**src/rtl/mcr_spin_encoder.sv**
```systemverilog
// mcr_spin_encoder
// Frame-rate spinner emulator for the MCR2 input ports. Rotate buttons or one
// analog stick axis are sampled once per video frame (vsync rising edge) and
// turned into a signed step. Held buttons ramp up through a hold-time
// acceleration curve. The step is accumulated into a wrapping 8-bit angle.
//
// Ports:
//   clock_40    in   1  system clock (40 MHz)
//   reset_n     in   1  asynchronous active-low reset
//   vsync       in   1  asynchronous frame pulse, one tick per rising edge
//   btn_left    in   1  rotate counter-clockwise (decrement)
//   btn_right   in   1  rotate clockwise (increment)
//   btn_acc     in   1  1 = button acceleration, 0 = fixed step of 1
//   use_analog  in   1  1 = analog_x drives the step outside the deadzone
//   analog_x    in   8  signed stick axis, negative = left
//   spin_angle  out  8  accumulated position, modulo 256
//   spin_dir    out  1  direction of the last non-zero step (1 = right)
//   moving      out  1  last frame tick applied a non-zero step
module mcr_spin_encoder #(
  parameter int ACC_MAX  = 15,
  parameter int ACC_RATE = 4,
  parameter int DEADZONE = 8
) (
  input  logic       clock_40,
  input  logic       reset_n,
  input  logic       vsync,
  input  logic       btn_left,
  input  logic       btn_right,
  input  logic       btn_acc,
  input  logic       use_analog,
  input  logic [7:0] analog_x,
  output logic [7:0] spin_angle,
  output logic       spin_dir,
  output logic       moving
);

  localparam logic [3:0] LP_ACC_MAX  = 4'(ACC_MAX);
  localparam logic [3:0] LP_RATE_M1  = 4'(ACC_RATE - 1);
  localparam logic [8:0] LP_DZ       = 9'(DEADZONE);
  localparam logic [8:0] LP_MAX_WIDE = 9'(ACC_MAX);

  // Saturating +1 on the button speed, capped at ACC_MAX.
  function automatic logic [3:0] f_speed_inc(input logic [3:0] speed);
    logic [3:0] res;
    if (speed >= LP_ACC_MAX) begin
      res = LP_ACC_MAX;
    end else begin
      res = speed + 4'd1;
    end
    return res;
  endfunction

  logic       r_vs_sync1;
  logic       r_vs_sync2;
  logic       r_vs_hist;
  logic [7:0] r_angle;
  logic       r_dir;
  logic       r_moving;
  logic [3:0] r_speed;
  logic [3:0] r_frame_cnt;

  logic       w_tick;
  logic [8:0] w_mag;
  logic [8:0] w_mag_shr;
  logic       w_analog_act;
  logic [3:0] w_step_analog;
  logic [3:0] w_step;
  logic       w_dir_req;
  logic [3:0] w_speed_nxt;
  logic [3:0] w_frame_cnt_nxt;
  logic [7:0] w_angle_nxt;

  // vsync synchronizer and edge history; all ones at reset so a vsync held
  // high through reset release never looks like a rising edge.
  always_ff @(posedge clock_40 or negedge reset_n) begin
    if (!reset_n) begin
      r_vs_sync1 <= 1'b1;
      r_vs_sync2 <= 1'b1;
      r_vs_hist  <= 1'b1;
    end else begin
      r_vs_sync1 <= vsync;
      r_vs_sync2 <= r_vs_sync1;
      r_vs_hist  <= r_vs_sync2;
    end
  end

  assign w_tick = r_vs_sync2 & ~r_vs_hist;

  // Analog magnitude is 9 bits wide so that -128 maps to +128.
  always_comb begin
    w_mag         = 9'd0;
    w_step_analog = 4'd0;
    if (analog_x[7]) begin
      w_mag = 9'd0 - {analog_x[7], analog_x};
    end else begin
      w_mag = {1'b0, analog_x};
    end
    w_mag_shr = w_mag >> 3;
    if (w_mag_shr > LP_MAX_WIDE) begin
      w_step_analog = LP_ACC_MAX;
    end else begin
      w_step_analog = w_mag_shr[3:0];
    end
    w_analog_act = use_analog && (w_mag > LP_DZ);
  end

  // Per-frame step, direction and acceleration-state update.
  always_comb begin
    w_step          = 4'd0;
    w_dir_req       = r_dir;
    w_speed_nxt     = r_speed;
    w_frame_cnt_nxt = r_frame_cnt;
    if (w_analog_act) begin
      // Stick overrides the buttons and cancels any button ramp.
      w_step          = w_step_analog;
      w_dir_req       = ~analog_x[7];
      w_speed_nxt     = 4'd1;
      w_frame_cnt_nxt = 4'd0;
    end else if (btn_left ^ btn_right) begin
      w_dir_req = btn_right;
      if (r_moving && (btn_right != r_dir)) begin
        // Reversal: one slow step, ramp restarts from scratch.
        w_step          = 4'd1;
        w_speed_nxt     = 4'd1;
        w_frame_cnt_nxt = 4'd0;
      end else begin
        if (btn_acc) begin
          w_step = r_speed;
        end else begin
          w_step = 4'd1;
        end
        if (r_frame_cnt == LP_RATE_M1) begin
          w_frame_cnt_nxt = 4'd0;
          w_speed_nxt     = f_speed_inc(r_speed);
        end else begin
          w_frame_cnt_nxt = r_frame_cnt + 4'd1;
          w_speed_nxt     = r_speed;
        end
      end
    end else begin
      w_step          = 4'd0;
      w_speed_nxt     = 4'd1;
      w_frame_cnt_nxt = 4'd0;
    end

    if (w_dir_req) begin
      w_angle_nxt = r_angle + {4'd0, w_step};
    end else begin
      w_angle_nxt = r_angle - {4'd0, w_step};
    end
  end

  // Position, direction and acceleration registers advance only on a tick.
  always_ff @(posedge clock_40 or negedge reset_n) begin
    if (!reset_n) begin
      r_angle     <= 8'd0;
      r_dir       <= 1'b0;
      r_moving    <= 1'b0;
      r_speed     <= 4'd1;
      r_frame_cnt <= 4'd0;
    end else if (w_tick) begin
      r_angle     <= w_angle_nxt;
      r_moving    <= (w_step != 4'd0);
      r_speed     <= w_speed_nxt;
      r_frame_cnt <= w_frame_cnt_nxt;
      if (w_step != 4'd0) begin
        r_dir <= w_dir_req;
      end else begin
        r_dir <= r_dir;
      end
    end else begin
      r_angle     <= r_angle;
      r_dir       <= r_dir;
      r_moving    <= r_moving;
      r_speed     <= r_speed;
      r_frame_cnt <= r_frame_cnt;
    end
  end

  assign spin_angle = r_angle;
  assign spin_dir   = r_dir;
  assign moving     = r_moving;

endmodule

```
**config.mk**
```make
export PLATFORM = sky130hd
export DESIGN_NAME = mcr_spin_encoder
export DESIGN_NICKNAME = d
export VERILOG_FILES = /design/src/rtl/mcr_spin_encoder.sv
export SDC_FILE = /design/constraint.sdc
export NUM_CORES = 1
export LEC_CHECK = 0
export ABC_AREA = 1
export CAP_MARGIN = 25
export CORE_MARGIN = 3
export CORE_UTILIZATION = 59
export DETAILED_ROUTE_END_ITERATION = 10
export PLACE_DENSITY = 0.86
export SYNTH_ARGS = -nofsm -noshare
export SYNTH_HDL_FRONTEND = slang
export SYNTH_SLANG_ARGS = --single-unit
```
**constraint.sdc**
```tcl
create_clock -name clock_40 -period 4.23 [get_ports clock_40]
set_input_delay 0.6345 -clock clock_40 [delete_from_list [all_inputs] [get_ports clock_40]]
set_output_delay 0.6345 -clock clock_40 [all_outputs]
set_load 0.02 [all_outputs]
```
; ---- After elaboration in Yosys (flattened, before gate mapping)
; Cells that the tools add are included.
[word_totals]
register_bits = 21
word_cells = 46
[classes]
n_addsub = 5
n_lt_le_gt_ge = 3
eq_ne = 3
mux = 18
n_bitwise = 4
reduce_logical = 5
[ops]
columns = op, count
row1 = $mux 4, 14
row2 = $gt 9x4->1 const B, 1
row3 = $mux 9, 1
row4 = $sub 1x8->9 const A, 1
row5 = $add 4x1->4 const B, 2
row6 = $add 8x4->8, 1
row7 = $mux 8, 1
row8 = $sub 8x4->8, 1
row9 = $gt 6x4->1 const B, 1
row10 = $eq 4x2->1 const B, 1
row11 = $ge 4x4->1 const B, 1
row12 = $ne 4x2->1 const B, 1
row13 = $reduce_and 2->1, 2
row14 = $reduce_bool 4->1, 1
row15 = $logic_and 1x1->1, 2
row16 = $mux 1, 2
row17 = $not 1->1, 2
row18 = $and 1x1->1, 1
row19 = $ne 1x1->1, 1
row20 = $xor 1x1->1, 1

; ---- Logic depth before layout (Yosys ltp)
; Gate-level depths: netlist of run 1.
[depth]
word_depth = 7
ltp_mapped = 27
depth_no_buf = 27

; ---- Worst setup path after synthesis of run 1
; OpenSTA, ideal clock, no wires.
[synth_path]
path_type = input to register
startpoint = input analog_x[0]
endpoint = register r_angle[6] (netlist: spin_angle[6])
setup_time_ps = 83
arrival_time_ps = 3319
required_ps = 4147
setup_slack_ps = 828
stages = 25
path_buffers = 0
cell_sequence = inv_1 -> ha_1 -> o21ai_0 -> nand2_1 -> nand2_1 -> inv_2 -> nor2_4 -> nand2_4 -> nand2_4 -> nand2_1 -> nand2_1 -> inv_1 -> ha_1 -> nor2_2 -> xor2_1 -> inv_1 -> ha_1 -> nand2_1 -> nand2_1 -> a21oi_1 -> nor2_1 -> o21ai_0 -> nand2_1 -> xnor2_1 -> o21ai_0
[synth_via]
elab_chain_cells = 7
elab_cells_between_ends = 11
[synth_rtl]
columns = item, line_no
row1 = "start, declared", 31  ; input logic [7:0] analog_x,
row2 = $sub 1x8->9, 94  ; w_mag = 9'd0 - {analog_x[7], analog_x};
row3 = $mux 9 (*), 93  ; if (analog_x[7]) begin
row4 = $gt 9x4->1 or $gt 6x4->1 (tied branches), "104, 99"
row5 = $logic_and 1x1->1 or $mux 4 (tied branches), "104, 99"
row6 = $mux 4, 113  ; if (w_analog_act) begin
row7 = $sub 8x4->8 or $add 8x4->8 (tied branches), "149, 147"
row8 = $mux 8 (*), 146  ; if (w_dir_req) begin
row9 = "end signal, assigned", 162  ; r_angle <= w_angle_nxt;
row10 = "end signal, assigned", 172  ; r_angle <= r_angle;
row11 = "end, declared", 56  ; logic [7:0] r_angle;
; Every way passes the cells marked *; elsewhere a longest branch is shown, timed or not.
; A chain may end at the register's enable or synchronous reset.

; ---- Worst setup path in the final report of run 1
; Ends and elaborated chain as after synthesis.

==> results.cfg, run 1 <==
[sta]
rsz0062_at_grt = false
min_period_ns = 3.920
setup_viol = 0
slew_headroom_pct = 39.01
drv_slew = 0
timing.final.crit_share_pct = 92.68
fmax_ghz = 0.2551
tns_ns = 0
final-hold-violation-count = 0
finClkSkew_ns = 0.006718
tightest_slew_ns = 0.9121
whs_ns = 0.3647
setup_slack_ns = 0.3098

[synthesis]
yosys_warnings = 0
syn-cell-area_um2 = 1739
yosysSeqAreaShare_pct = 30.50
yosys.cell_types.count = 30
synth_seq_cells = 21
synth_area_leaders = dfrtp_1 (24%), nand2_1 (13%), ha_1 (8.6%), inv_1 (7.6%), dfstp_2 (6.0%)
synth_top_cell_area_share_pct = 24.46
synth_fp_nets = 271
synthCells = 243
avgSynthCellArea_um2 = 7.157
yosysTopAreaCell = dfrtp_1

[placement]
dpl.hpwl_um = 2691
pre_cts_ws_ns = 0.01612
gp_congestion = 0.8525
port_buffers = 24
dp_cells = 296

[critical_path]
endpoint_kind = flip-flop
crit_type = input port to flip-flop
path_max_fanout = 6
required_ns = 4.46
crit_path_start_kind = input port
arrival_ns = 4.15

[detailed_routing]
postRouteAntennaNets = 0
drt-vias-per-instance = 5.317
drt_wl_total_um = 3335
first_pass_iters = 4
drc = 0
drtIter0Drc = 87
routedWlPerCell_um = 11.12
via_count = 1595

[clock_network]
clockBufferDepth = 2
cts.htree.levels = 1
cts_root_buffer = clkbuf_4
cts_resized = 0
cts_buffers = 3
tritoncts = done
clk_pin_slew_ns = 0.13
insertion_delay_ns = 0.31
cts_num_sinks = 21
cts_setup_buffers = 0
cts_hold_buf = 0

[cells_and_area]
nFillCells = 230
syn_to_final_growth_pct = 17.19
final_layout_size_suffix_gt1_share_pct = 14.50
nets = 298
layout_commonest_cell = nand2_1
final_cell_mix = nand2_1 (60), inv_1 (35), clkdlybuf4s50_1 (24)
fin_cells = 300
antenna_cells = 0

[floorplan]
chipWidth_um = 60.30
die_area_um2 = 3635
initial_core_util_pct = 62.53
coreArea_um2 = 2781
io_pins = 25
rows = 19
die_y_um = 60.30

[status]
status = complete, no violations

[global_route]
grt_pass1_wl_um = 5940
grt_max_degree = 22
overflow = 0
grtUsageTotal_pct = 20.94
grt_pass1_vias = 1477
antenna_found_initial = 0

[job]
maxCapViolCount = 0

[pwr]
p_leak_nw = 1.053
peakVddDrop_uv = 523.8
p_per_area_nw_per_um2 = 453.6

[hold_path]
worstHoldPathType = flip-flop to flip-flop
==> flip-flops by register name (all words and copies together), names as in the netlist <==
register / flops
spin_angle: 8
spin_dir: 1
moving: 1
r_vs_sync1: 1
r_vs_hist: 1
r_speed: 4
r_vs_sync2: 1
r_frame_cnt: 4
==> metal layers <==
layer,routed length (um),track usage [%]
met1,1598,27.95
met2,1551,35.34
met3,167,3.888
met4,19,3.797
met5,0,0
==> worst paths after layout <==
| kind | startpoint | end | slack, ns | cells after the start |
|---|---|---|---|---|
| min reg2reg | r_vs_sync1$_DFF_PN1_ | r_vs_sync2$_DFF_PN1_ | 0.36 | 0 |
| min | r_vs_sync1$_DFF_PN1_ | r_vs_sync2$_DFF_PN1_ | 0.36 | 0 |
| min in group asynchronous | reset_n | r_speed[3]$_DFFE_PN0P_ | 0.82 | 1 |
| max | analog_x[0] | spin_angle[6]$_DFFE_PN0P_ | 0.31 | 26 |
| max in group asynchronous | reset_n | spin_angle[0]$_DFFE_PN0P_ | 2.85 | 1 |
| max reg2reg | spin_dir$_DFFE_PN0P_ | spin_angle[6]$_DFFE_PN0P_ | 1.08 | 21 |
==> layout make-up <==
cell class                      instances  area, um2  area share [%]
Timing Repair Buffer                   25      247.7           12.15
Sequential cell                        21      530.5           26.03
Inverter                               39      151.4           7.428
Multi-Input combinational cell        180       1042           51.14
Tap cell                               31      38.79           1.903
Clock buffer                            3      22.52           1.105
Clock inverter                          1      5.005          0.2455
==> kinds of logic after synthesis <==
kind of cell    synth area share (%)
xor+xnor                       3.525
fa+ha+maj                      9.784
simple gates                   36.33
compound gates                 10.29
flops                          30.50
buf+inv                        9.569
==> power by group <==
group / leakage (nW) / switching, mW / internal (mW)
clock: 0.0177 / 0.0648 / 0.0353
sequential: 0.261 / 0.0481 / 0.253
combinational: 0.775 / 0.295 / 0.229
total: 1.05 / 0.408 / 0.516
==> cell usage after synthesis (all sizes together) <==
cell type	n
dfrtp	17
nor3	5
a31oi	3
ha	12
xor2	6
dfstp	4
fa	1
xnor2	1
buf	1
a21o	1
o21ai	21
inv	39
nand3	20
nand4	7
clkbuf	2
nor2	23
nand2	73
o31ai	1
a21oi	5
nand3b	1
==> through the flow <==
step	power [mW]	utilization (%)	area (um2)
finish	0.9245	73.28	2038
global placement	0.8159	72.29	2011
floorplan	0.6583	-	1739
CTS	0.9272	73.28	2038
detailed placement	0.8264	72.29	2011
global route	1.021	73.28	2038
==> critical path, cell delays in order <==
cell	delay, ns
clkdlybuf4s50_1	0.45
inv_1	0.07
ha_1	0.29
o21ai_0	0.21
nand2_1	0.08
nand2_1	0.08
inv_2	0.04
nor2_4	0.09
nand2_4	0.07
nand2_4	0.10
nand2_1	0.07
nand2_1	0.07
inv_1	0.07
ha_1	0.24
nor2_2	0.13
xor2_1	0.17
inv_1	0.06
ha_1	0.31
nand2_1	0.10
nand2_1	0.05
a21oi_1	0.19
nor2_1	0.06
o21ai_0	0.15
nand2_1	0.08
xnor2_1	0.12
o21ai_0	0.16
No activity file was read; power rests on OpenSTA's default activity.
==> inputs of run 2 (changes only) <==
--- a/config.mk
+++ b/config.mk
@@ -7,10 +7,13 @@
 export LEC_CHECK = 0
 export ABC_AREA = 1
 export CAP_MARGIN = 25
+export CORE_ASPECT_RATIO = 2
 export CORE_MARGIN = 3
 export CORE_UTILIZATION = 59
 export DETAILED_ROUTE_END_ITERATION = 10
 export PLACE_DENSITY = 0.86
+export RECOVER_POWER = 100
+export SKIP_CTS_REPAIR_TIMING = 1
 export SYNTH_ARGS = -nofsm -noshare
 export SYNTH_HDL_FRONTEND = slang
 export SYNTH_SLANG_ARGS = --single-unit
==> run 2 against run 1 <==
Cell area is 1.2% higher. Critical path depth is 1 lower. Sequential share of layout area is 0.32 points lower. Total power is 4.3% higher. Clock power is 34% higher. Combinational power is 1% higher. First-iteration DRC count is 64% lower. Routed wire length is 9.4% higher. Die area is 1.1% higher. Fmax is 0.37% higher. Hold slack better by 0.0089 ns. Flip-flop and latch count stayed put. Highest routed layer unchanged.
==> results.cfg, run 2 (synthesis gave the netlist of run 1 again) <==
[cells_and_area]
largest_reg_flops = 8
finish.utilization_pct = 74.48
fin_cells = 301
final_layout_size_suffix_gt1_share_pct = 14.34
syn_to_final_growth_pct = 18.63
nFillCells = 217
nets = 301
final_cell_mix = nand2_1 (61), inv_1 (37), nand3_1 (19)
antenna_cells = 0
layout_commonest_cell = nand2_1

[global_route]
grt_max_degree = 22
overflow = 0
grtUsageTotal_pct = 23.26
grt_pass1_wl_um = 6444
grt_pass1_vias = 1581
antenna_found_initial = 0

[sta]
fmax_ghz = 0.2560
min_period_ns = 3.906
finClkSkew_ns = 0.003053
setup_viol = 0
drv_slew = 0
slew_headroom_pct = 38.53
final-hold-violation-count = 0
tightest_slew_ns = 0.9190
setup_slack_ns = 0.3241
timing.final.crit_share_pct = 92.34

[placement]
pre_cts_ws_ns = -0.03995
gp_congestion = 0.8160
dpl.hpwl_um = 2985
port_buffers = 24
dp_cells = 296

[critical_path]
slowest_delay_ns = 0.50
required_ns = 4.41
path_common_cell = nand2_1
path_max_fanout = 6
crit_path_start_kind = input port
crit_slowest_cell = clkdlybuf4s50_1
path_delay_family = simple AND/OR/NAND/NOR gates
arrival_ns = 4.08
critPathBufInv = 4
endpoint_kind = flip-flop
crit_type = input port to flip-flop

[floorplan]
die_y_um = 82.78
chipWidth_um = 44.39
die_area_um2 = 3675
rows = 27
initial_core_util_pct = 62.78
io_pins = 25
coreArea_um2 = 2770

[detailed_routing]
routedWlPerCell_um = 12.12
drc = 0
via_count = 1631
first_pass_iters = 4
drtIter0Drc = 31
drt_wl_total_um = 3648
postRouteAntennaNets = 0
drt-vias-per-instance = 5.419

[clock_network]
cts_buffers = 3
cts.htree.levels = 1
cts_num_sinks = 21
insertion_delay_ns = 0.26
tritoncts = done
clockBufferDepth = 2
clk_pin_slew_ns = 0.08
cts_root_buffer = clkbuf_8

[pwr]
peakVddDrop_uv = 255.5
p_total_uw = 964.1
p_per_area_nw_per_um2 = 467.3
p_leak_nw = 1.072

[job]
maxCapViolCount = 0

[status]
status = complete, no violations

[hold_path]
worstHoldPathType = flip-flop to flip-flop
-- run 2: final timing paths --
| check | startpoint | end | slack [ns] | cells after the start |
|---|---|---|---|---|
| setup / recovery | analog_x[1] | spin_angle[6]$_DFFE_PN0P_ | 0.32 | 25 |
| hold reg to reg | r_vs_sync1$_DFF_PN1_ | r_vs_sync2$_DFF_PN1_ | 0.37 | 0 |
| hold / removal | r_vs_sync1$_DFF_PN1_ | r_vs_sync2$_DFF_PN1_ | 0.37 | 0 |
| max in group asynchronous | reset_n | spin_angle[1]$_DFFE_PN0P_ | 2.72 | 1 |
| setup reg to reg | spin_dir$_DFFE_PN0P_ | spin_angle[6]$_DFFE_PN0P_ | 1.15 | 20 |
| min in group asynchronous | reset_n | r_frame_cnt[2]$_DFFE_PN0P_ | 0.95 | 1 |
-- run 2: through the flow --
stage,setup TNS [ns],hold WS [ns],instance area [um2]
detailed placement,-0.03995,0.3557,2023
floorplan,0,0.3389,1739
global placement,0,0.3458,2023
global route,-0.009874,0.3767,2063
CTS,0,0.3679,2072
finish,0,0.3735,2063
-- run 2: per-layer routing --
layer / vias up / track usage (%) / routed length (um)
met3: 8 / 2.160 / 82
met1: 745 / 24.18 / 1409
met2: 37 / 43.86 / 2076
met5: - / 0 / 0
met4: 0 / 12.39 / 80
li1: 841 / - / -
-- run 2: layout make-up --
type                            instances  area (um2)  share of cell area [%]
Clock buffer                            3       41.29                   2.001
Clock inverter                          1       7.507                  0.3639
Inverter                               39       147.6                   7.156
Multi-Input combinational cell        180        1030                   49.91
Sequential cell                        21       530.5                   25.71
Tap cell                               29       36.28                   1.759
Timing Repair Buffer                   28       270.3                   13.10
-- run 2: power by group --
part	internal [mW]	switching (mW)	total, mW
clock	0.0664	0.0674	0.134
combinational	0.226	0.304	0.531
sequential	0.253	0.0470	0.300
total	0.545	0.419	0.964
==> inputs of run 3 (changes only) <==
--- a/config.mk
+++ b/config.mk
@@ -11,6 +11,7 @@
 export CORE_MARGIN = 3
 export CORE_UTILIZATION = 59
 export DETAILED_ROUTE_END_ITERATION = 10
+export GPL_TIMING_DRIVEN = 1
 export PLACE_DENSITY = 0.86
 export RECOVER_POWER = 100
 export SKIP_CTS_REPAIR_TIMING = 1
==> results of run 3 <==
Final layout, timing and power as in run 2 (identical DEF).
